<file path="src/rtl/logic_unit_pkg.sv">
// logic_unit_pkg: op encodings and the per-bit result function shared by the logic unit and the ALU decoder checks
package logic_unit_pkg;
  typedef logic [2:0] op_t;
  localparam op_t OP_AND    = 3'b000;
  localparam op_t OP_OR     = 3'b001;
  localparam op_t OP_XOR    = 3'b010;
  localparam op_t OP_NOR    = 3'b011;
  localparam op_t OP_ANDN   = 3'b100;
  localparam op_t OP_ORN    = 3'b101;
  localparam op_t OP_PASS_A = 3'b110;
  localparam op_t OP_PASS_B = 3'b111;
  function automatic logic lu_compute_bit(op_t op, logic a, logic b);
    return op == OP_AND    ? a & b    :
           op == OP_OR     ? a | b    :
           op == OP_XOR    ? a ^ b    :
           op == OP_NOR    ? ~(a | b) :
           op == OP_ANDN   ? a & ~b   :
           op == OP_ORN    ? a | ~b   :
           op == OP_PASS_A ? a        : b;
  endfunction
endpackage

</file>
<file path="src/rtl/logic_pipe_stage.sv">
// logic_pipe_stage: one valid/payload register that advances when empty or when its downstream advances
module logic_pipe_stage
  import logic_unit_pkg::*;
#(
  parameter int W = 1
) (
  input  logic         clk,
  input  logic         rst_n,
  input  logic         up_valid,
  input  logic [W-1:0] up_data,
  input  logic         down_adv,
  output logic         adv,
  output logic         valid,
  output logic [W-1:0] data
);
  logic         valid_d, valid_q;
  logic [W-1:0] data_d, data_q;
  // advance when empty or draining; payload only loads when a real item arrives
  always_comb begin
    adv     = ~valid_q | down_adv;
    valid_d = adv ? up_valid : valid_q;
    data_d  = adv && up_valid ? up_data : data_q;
  end
  // stage register, cleared by reset
  always_ff @(posedge clk or negedge rst_n) begin
    if (!rst_n) begin
      valid_q <= 1'b0;
      data_q  <= '0;
    end else begin
      valid_q <= valid_d;
      data_q  <= data_d;
    end
  end
  assign valid = valid_q;
  assign data  = data_q;
endmodule

</file>
<file path="src/rtl/logic_unit.sv">
// logic_unit: pipelined eight-op bitwise unit with tag and valid/ready; LOGIC_UNIT_ZERO_FLAG_EN adds out_zero
module logic_unit
  import logic_unit_pkg::*;
#(
  parameter int WIDTH  = 32,
  parameter int STAGES = 2,
  parameter int TAG_W  = 5
) (
  input  logic             clk,
  input  logic             rst_n,
  input  logic             in_valid,
  output logic             in_ready,
  input  logic [2:0]       in_op,
  input  logic [WIDTH-1:0] in_a,
  input  logic [WIDTH-1:0] in_b,
  input  logic [TAG_W-1:0] in_tag,
  output logic             out_valid,
  input  logic             out_ready,
  output logic [WIDTH-1:0] out_result,
  output logic [TAG_W-1:0] out_tag
`ifdef LOGIC_UNIT_ZERO_FLAG_EN
  ,
  output logic             out_zero
`endif
);
`ifdef LOGIC_UNIT_ZERO_FLAG_EN
  localparam int ZW = 1;
`else
  localparam int ZW = 0;
`endif
  localparam int PW = WIDTH + TAG_W + ZW;
  logic [WIDTH-1:0]  res;
  logic [PW-1:0]     pay;
  logic [STAGES-1:0] v, adv;
  logic [PW-1:0]     d [STAGES];
  // bitwise result formed from the shared per-bit function
  always_comb begin
    res = '0;
    for (int i = 0; i < WIDTH; i++) res[i] = lu_compute_bit(op_t'(in_op), in_a[i], in_b[i]);
  end
`ifdef LOGIC_UNIT_ZERO_FLAG_EN
  assign pay = {~|res, in_tag, res};
`else
  assign pay = {in_tag, res};
`endif
  for (genvar s = 0; s < STAGES; s++) begin : g_st
    logic          up_v, dn;
    logic [PW-1:0] up_d;
    if (s == 0) begin : g_first
      assign up_v = in_valid;
      assign up_d = pay;
    end else begin : g_next
      assign up_v = v[s-1];
      assign up_d = d[s-1];
    end
    if (s == STAGES - 1) begin : g_last
      assign dn = out_ready;
    end else begin : g_inner
      assign dn = adv[s+1];
    end
    logic_pipe_stage #(.W(PW)) u_stage (
      .clk      (clk),
      .rst_n    (rst_n),
      .up_valid (up_v),
      .up_data  (up_d),
      .down_adv (dn),
      .adv      (adv[s]),
      .valid    (v[s]),
      .data     (d[s])
    );
  end
  assign in_ready   = adv[0];
  assign out_valid  = v[STAGES-1];
  assign out_result = d[STAGES-1][WIDTH-1:0];
  assign out_tag    = d[STAGES-1][WIDTH +: TAG_W];
`ifdef LOGIC_UNIT_ZERO_FLAG_EN
  assign out_zero   = d[STAGES-1][PW-1];
`endif
endmodule

</file>
<file path="config.mk">
export PLATFORM = sky130hd
export DESIGN_NAME = logic_unit
export DESIGN_NICKNAME = d
export VERILOG_FILES = /design/src/rtl/logic_unit_pkg.sv /design/src/rtl/logic_pipe_stage.sv /design/src/rtl/logic_unit.sv
export SDC_FILE = /design/constraint.sdc
export NUM_CORES = 1
export LEC_CHECK = 0
export CAP_MARGIN = 10
export CELL_PAD_IN_SITES_DETAIL_PLACEMENT = 1
export CELL_PAD_IN_SITES_GLOBAL_PLACEMENT = 2
export CORE_UTILIZATION = 30
export CTS_CLUSTER_SIZE = 10
export DETAILED_ROUTE_END_ITERATION = 12
export PLACE_DENSITY = 0.77
export SLEW_MARGIN = 20
export SYNTH_ARGS = -nofsm -noshare
export SYNTH_HDL_FRONTEND = slang
export SYNTH_SLANG_ARGS = --single-unit
</file>
<file path="constraint.sdc">
create_clock -name clk -period 1.4 [get_ports clk]
set_clock_uncertainty 0.2 [all_clocks]
set_input_delay 0.28 -clock clk [delete_from_list [all_inputs] [get_ports clk]]
set_output_delay 0.28 -clock clk [all_outputs]
set_load 0.03 [all_outputs]
</file>
Yosys cells after proc, flatten, opt, wreduce, memory -nomap -nowiden
Cells that the tools add are included.

Output and inout bits: 39. Logic and storage cells: 465. Register bits: 76.

Equal/unequal tests: 6. Reductions and logical operators: 3. Bitwise gates (word level): 228. Muxes and demuxes: 224.

Operators with widths (count): $mux W1 (224); $not A1 Y1 (66); $or A1 B1 Y1 (66); $and A1 B1 Y1 (64); $xor A1 B1 Y1 (32); $eq A3 B3 Y1 const B (3); $eq A3 B2 Y1 const B (2); $eq A3 B1 Y1 const B (1); $logic_not A3 Y1 (1); $logic_and A1 B1 Y1 (2).

Depth between registers and ports, before layout
Depth after elaboration: 8. Mapped depth: 8. Mapped depth without buffers: 7.

By module
From an unflattened synthesis, not the netlist that was laid out.

Cells, all modules: 693. Area total of the unflattened synthesis: 7534.7 sq um.

Modules (own cells, without submodules): logic_unit (cells each 531, area an instance 4389.2 sq um, times used 1, sequential area each 0.0 sq um); logic_pipe_stage (cells each 81, area an instance 1572.8 sq um, times used 2, sequential area each 950.9 sq um).

Worst setup path after synthesis
OpenSTA, ideal clock, no wires.

Path kind: reg2reg. From: register g_st[1].u_stage.valid_q. To: register g_st[0].u_stage.data_q[24]. Data arrival time: 1.688 ns. Setup slack: -0.620 ns. Library setup time: 0.131 ns. Clock period less this slack: 2.020 ns. Required time: 1.069 ns. Cell stages (with the launch flop): 7. Cell sequence: dfrtp_1 -> nand3b_1 -> and2_1 -> clkbuf_1 -> and3_1 -> a21oi_1 -> o31ai_1.

Word-level cells in the longest chain between the ends: 4.

RTL lines: start, declared (RTL line logic_pipe_stage.sv:16) `logic valid_d, valid_q;`; start signal, assigned (RTL line logic_pipe_stage.sv:30) `valid_q <= valid_d;`; $not A1 Y1 (RTL line logic_pipe_stage.sv:20) `adv = ~valid_q | down_adv;`; $or A1 B1 Y1 (2 in a row) (RTL line logic_pipe_stage.sv:20); net in_ready (RTL line logic_unit.sv:12) `output logic in_ready,`; $logic_and A1 B1 Y1 (RTL line logic_pipe_stage.sv:22) `data_d = adv && up_valid ? up_data : data_q;`; end signal, assigned (RTL line logic_pipe_stage.sv:31) `data_q <= data_d;`; end, declared (RTL line logic_pipe_stage.sv:17) `logic [W-1:0] data_d, data_q;`.

The timed path passes the listed nets, and every way through them passes these cells. A chain may end at the register's enable or synchronous reset.

Worst setup path after layout
From: register g_st[1].u_stage.valid_q. To: output port out_valid.

RTL lines: end, declared (RTL line logic_unit.sv:17) `output logic out_valid,`.

No word-level cell between the ends.

==> results.py <==
metrics = {
    "global_route": {
        "grt_pass1_vias": 7681,
        "grt_max_degree": 34,
        "grt_use_total_pct": 21.8,
        "grt_pass1_wl_mm": 41.4,
        "overflow": 0,
        "grt_antenna_before_repair": 1,
    },
    "clocking": {
        "cts.sinks": 76,
        "clk_path_buf_depth": 2,
        "clock-root-buffer": "clkbuf_16",
        "cts_tree": "built",
        "h-tree-depth": 3,
        "cts_made_buffers": 9,
        "clock_latency_ns": 0.35,
        "clkTransAtPathRegs_ns": 0.08,
    },
    "floorplanning": {
        "die_area_um2": 24300,
        "core-area_um2": 22900,
        "io_pins": 115,
        "die_h_um": 156,
        "die_w_um": 156,
        "initial_core_util_pct": 31.0,
        "core.rowCount": 55,
    },
    "worst_setup_path": {
        "path_max_fanout": 2,
        "crit_family": "flip-flops",
        "path_cells": "buf_4 > buf_6 > buf_6",
        "cp-end-kind": "output port",
        "cp.required_ns": 0.92,
        "startpoint_type": "flop",
        "r2r_slack_ns": -0.20,
        "cpMaxStageDelayCell": "dfrtp_2",
        "crit_top_cell": "buf_6",
        "crit_buf_inv": 3,
        "worstPathArrival_ns": 1.13,
        "rr_startpoint": "g_st[1].u_stage.valid$_DFFE_PN0P_",
        "reg2reg_depth": 6,
        "cp_slowest_stage_delay_ns": 0.41,
        "path_class": "flop to output port",
        "r2r_end": "g_st[1].u_stage.data[6]$_DFFE_PN0P_",
    },
    "cells_and_area": {
        "fillers": 2656,
        "area_delta_synth_final_pct": 55.1,
        "post-route-util_pct": 48.1,
        "multi_input_area_um2": 4960,
        "seqCellArea_um2": 1900,
        "layout.nets": 1309,
        "drive_gt1_share_pct": 39.9,
    },
    "sta": {
        "finalCritPeriodShare_pct": 115,
        "setup_viol": 72,
        "slew-limit-headroom_pct": 76.8,
        "hold_viol_final": 0,
        "fmax_ghz": 0.621,
        "slew_viol_final": 0,
        "worstMarginPinSlew_ns": 0.347,
        "worst_slack_ns": -0.211,
        "whs_ns": 0.122,
        "period_needed_ns": 1.61,
        "rsz0062_at_grt": "yes",
    },
    "power": {
        "power_leakage_nw": 5.29,
        "seq_power_share_pct": 31.1,
        "swShare_pct": 37.7,
        "ir_worst_vdd_mv": 0.575,
        "total_power_mw": 9.85,
        "power_density_nw_per_um2": 893,
        "clkPwrFrac_pct": 25.0,
        "p_int_mw": 6.14,
        "switchingPower_mw": 3.71,
        "p_comb_share_pct": 43.8,
    },
    "status": {
        "status": "finished with violations",
        "violations": "setup timing",
    },
    "synth": {
        "synth.avg_cell_area_um2": 8.74,
        "syn_inst": 813,
        "synth_ff_type": "dfrtp_1",
        "synth_warnings": 0,
        "yosysUniqueCellTypes": 45,
        "yosysSeqAreaShare_pct": 26.8,
        "synth-edff-count": 0,
        "synth_seq_cells": 76,
        "synthArstFlopShare_pct": 100,
        "syn_nets": 1017,
        "syn_area_um2": 7110,
    },
    "detailed_routing": {
        "wl_per_cell_um": 18.5,
        "drc_errors": 0,
        "routed_wl_mm": 26.3,
        "vias_per_cell": 5.01,
        "vias": 7133,
        "dr.pass1.iters": 4,
        "first_iter_violations": 249,
        "antenna_left": 0,
    },
    "worst_hold_path": {
        "hold_class": "input pin to async pin",
    },
    "place": {
        "globalplace.congestion": 0.842,
        "post-dp-hpwl_mm": 18.5,
        "port_buffers": 114,
    },
    "run": {
        "max_cap_viol_count": 0,
    },
}
==> layer usage <==
metal  GRT usage, %  vias up  share of wire (%)
met3           2.61       37                2.9
met1           27.1     3534                 45
met4           7.70        0                2.2
met5              0        -                  0
li1               -     3441                  -
met2           38.5      121                 50
==> worst max path at each step <==
| stage | from | to | cells past startpoint |
|---|---|---|---|
| detailed placement | in_a[3] | g_st[0].u_stage.data[3]$_DFFE_PN0P_ | 8 |
| global placement | in_a[3] | g_st[0].u_stage.data[3]$_DFFE_PN0P_ | 8 |
| finish | g_st[1].u_stage.valid$_DFFE_PN0P_ | out_valid | 3 |
| CTS | g_st[1].u_stage.valid$_DFFE_PN0P_ | in_ready | 3 |
| global route | g_st[1].u_stage.valid$_DFFE_PN0P_ | out_valid | 3 |
| floorplan | g_st[1].u_stage.valid$_DFFE_PN0P_ | g_st[0].u_stage.data[24]$_DFFE_PN0P_ | 6 |
==> stage by stage <==
| step | instances | instance area [µm²] | setup slack, ns | TNS, ns |
|---|---|---|---|---|
| finish | 1424 | 11000 | -0.211 | -9.74 |
| global route | 1424 | 11000 | -0.239 | -13.92 |
| CTS | 1409 | 10700 | -0.194 | -5.92 |
| detailed placement | 1382 | 9980 | -0.809 | -41.07 |
| global placement | 1382 | 9980 | -0.750 | -39.74 |
| floorplan | 813 | 7180 | -0.428 | -13.90 |
==> cells in the final DEF, fill, tap and decap left out, drive strengths merged, types with 2 or more instances in the layout <==
cell type / n
a211o: 2
a211oi: 26
a21boi: 3
a21oi: 78
a222oi: 2
a22oi: 20
a31oi: 2
and3: 2
buf: 275
clkbuf: 18
clkdlybuf4s15: 18
clkdlybuf4s50: 6
dfrtp: 76
dlygate4sd2: 32
ha: 128
inv: 72
mux2: 44
mux2i: 5
nand2: 59
nand2b: 8
nand3: 2
nand3b: 2
nor2: 13
nor2b: 45
nor3: 3
o2111ai: 2
o21ai: 113
o22ai: 20
o2bb2ai: 2
o32ai: 19
==> flip-flops by register name, indices dropped and copies added, names as in the netlist <==
name / count
g_st.u_stage.data: 74
g_st.u_stage.valid: 2
==> power by group through the flow <==
stage | registers, mW | logic, mW | clock network (mW)
after floorplan | 3.58 | 1.38 | 0
after global placement | 3.04 | 3.77 | 0
after detailed placement | 3.07 | 3.85 | 0
after CTS | 3.05 | 4.10 | 2.51
after global routing | 3.14 | 4.64 | 2.57
final | 3.07 | 4.31 | 2.47
==> worst register-to-register path, delay by kind of cell (launching register included) <==
| kind | cells | cell delay (ns) |
|---|---|---|
| buf+inv | 3 | 0.43 |
| flops | 1 | 0.41 |
| mux | 1 | 0.26 |
| simple gates | 2 | 0.19 |
==> kinds of logic (layout without fill, tap and decap cells) <==
| logic type | count (synthesis) | count (layout) | synth area share, % |
|---|---|---|---|
| other | 0 | 1 | 0 |
| and+or+nand+nor | 139 | 139 | 10.0 |
| AOI/OAI and AO/OA | 293 | 293 | 24.4 |
| DFF | 76 | 76 | 26.8 |
| adders and majority gates | 128 | 128 | 22.5 |
| muxes | 50 | 50 | 7.99 |
| buffers and inverters | 127 | 424 | 8.31 |
==> final cells by class <==
type / count / share of cell area, %
clock inverters: 7 / 0.670
clock buffers: 9 / 2.04
inverters: 66 / 2.29
multi-input cells: 610 / 45.0
well taps: 313 / 3.55
repair buffers: 342 / 29.1
diodes: 1 / 0.0227
flip-flops and latches: 76 / 17.3
==> repair_timing <==
item | 4_1_cts | 5_1_grt
hold endpoints to repair | 76 | 0
setup endpoints to repair | 92 | 103
resized for setup | 216 | 78
pin swaps | 95 | 51
setup buffers | 6 | 12
hold buffers | 1 | 0
gates cloned | 4 | 2
==> synth_stat cells (6+ instances only) <==
cell | number | share of area [%]
o32ai_1 | 19 | 2.3
a21oi_1 | 78 | 5.5
o21ai_0 | 85 | 6.0
buf_2 | 16 | 1.1
a22oi_1 | 20 | 2.1
clkbuf_1 | 25 | 1.3
dfrtp_1 | 76 | 27
a211oi_1 | 26 | 2.7
o21ai_1 | 28 | 2.0
nand2b_1 | 8 | 0.70
nor2_1 | 12 | 0.63
buf_6 | 6 | 0.95
inv_1 | 64 | 3.4
buf_4 | 13 | 1.4
mux2_2 | 44 | 7.0
ha_1 | 128 | 23
nand2_1 | 57 | 3.0
o22ai_1 | 20 | 1.8
nor2b_1 | 45 | 4.0
(Power assumes the default switching activity.)
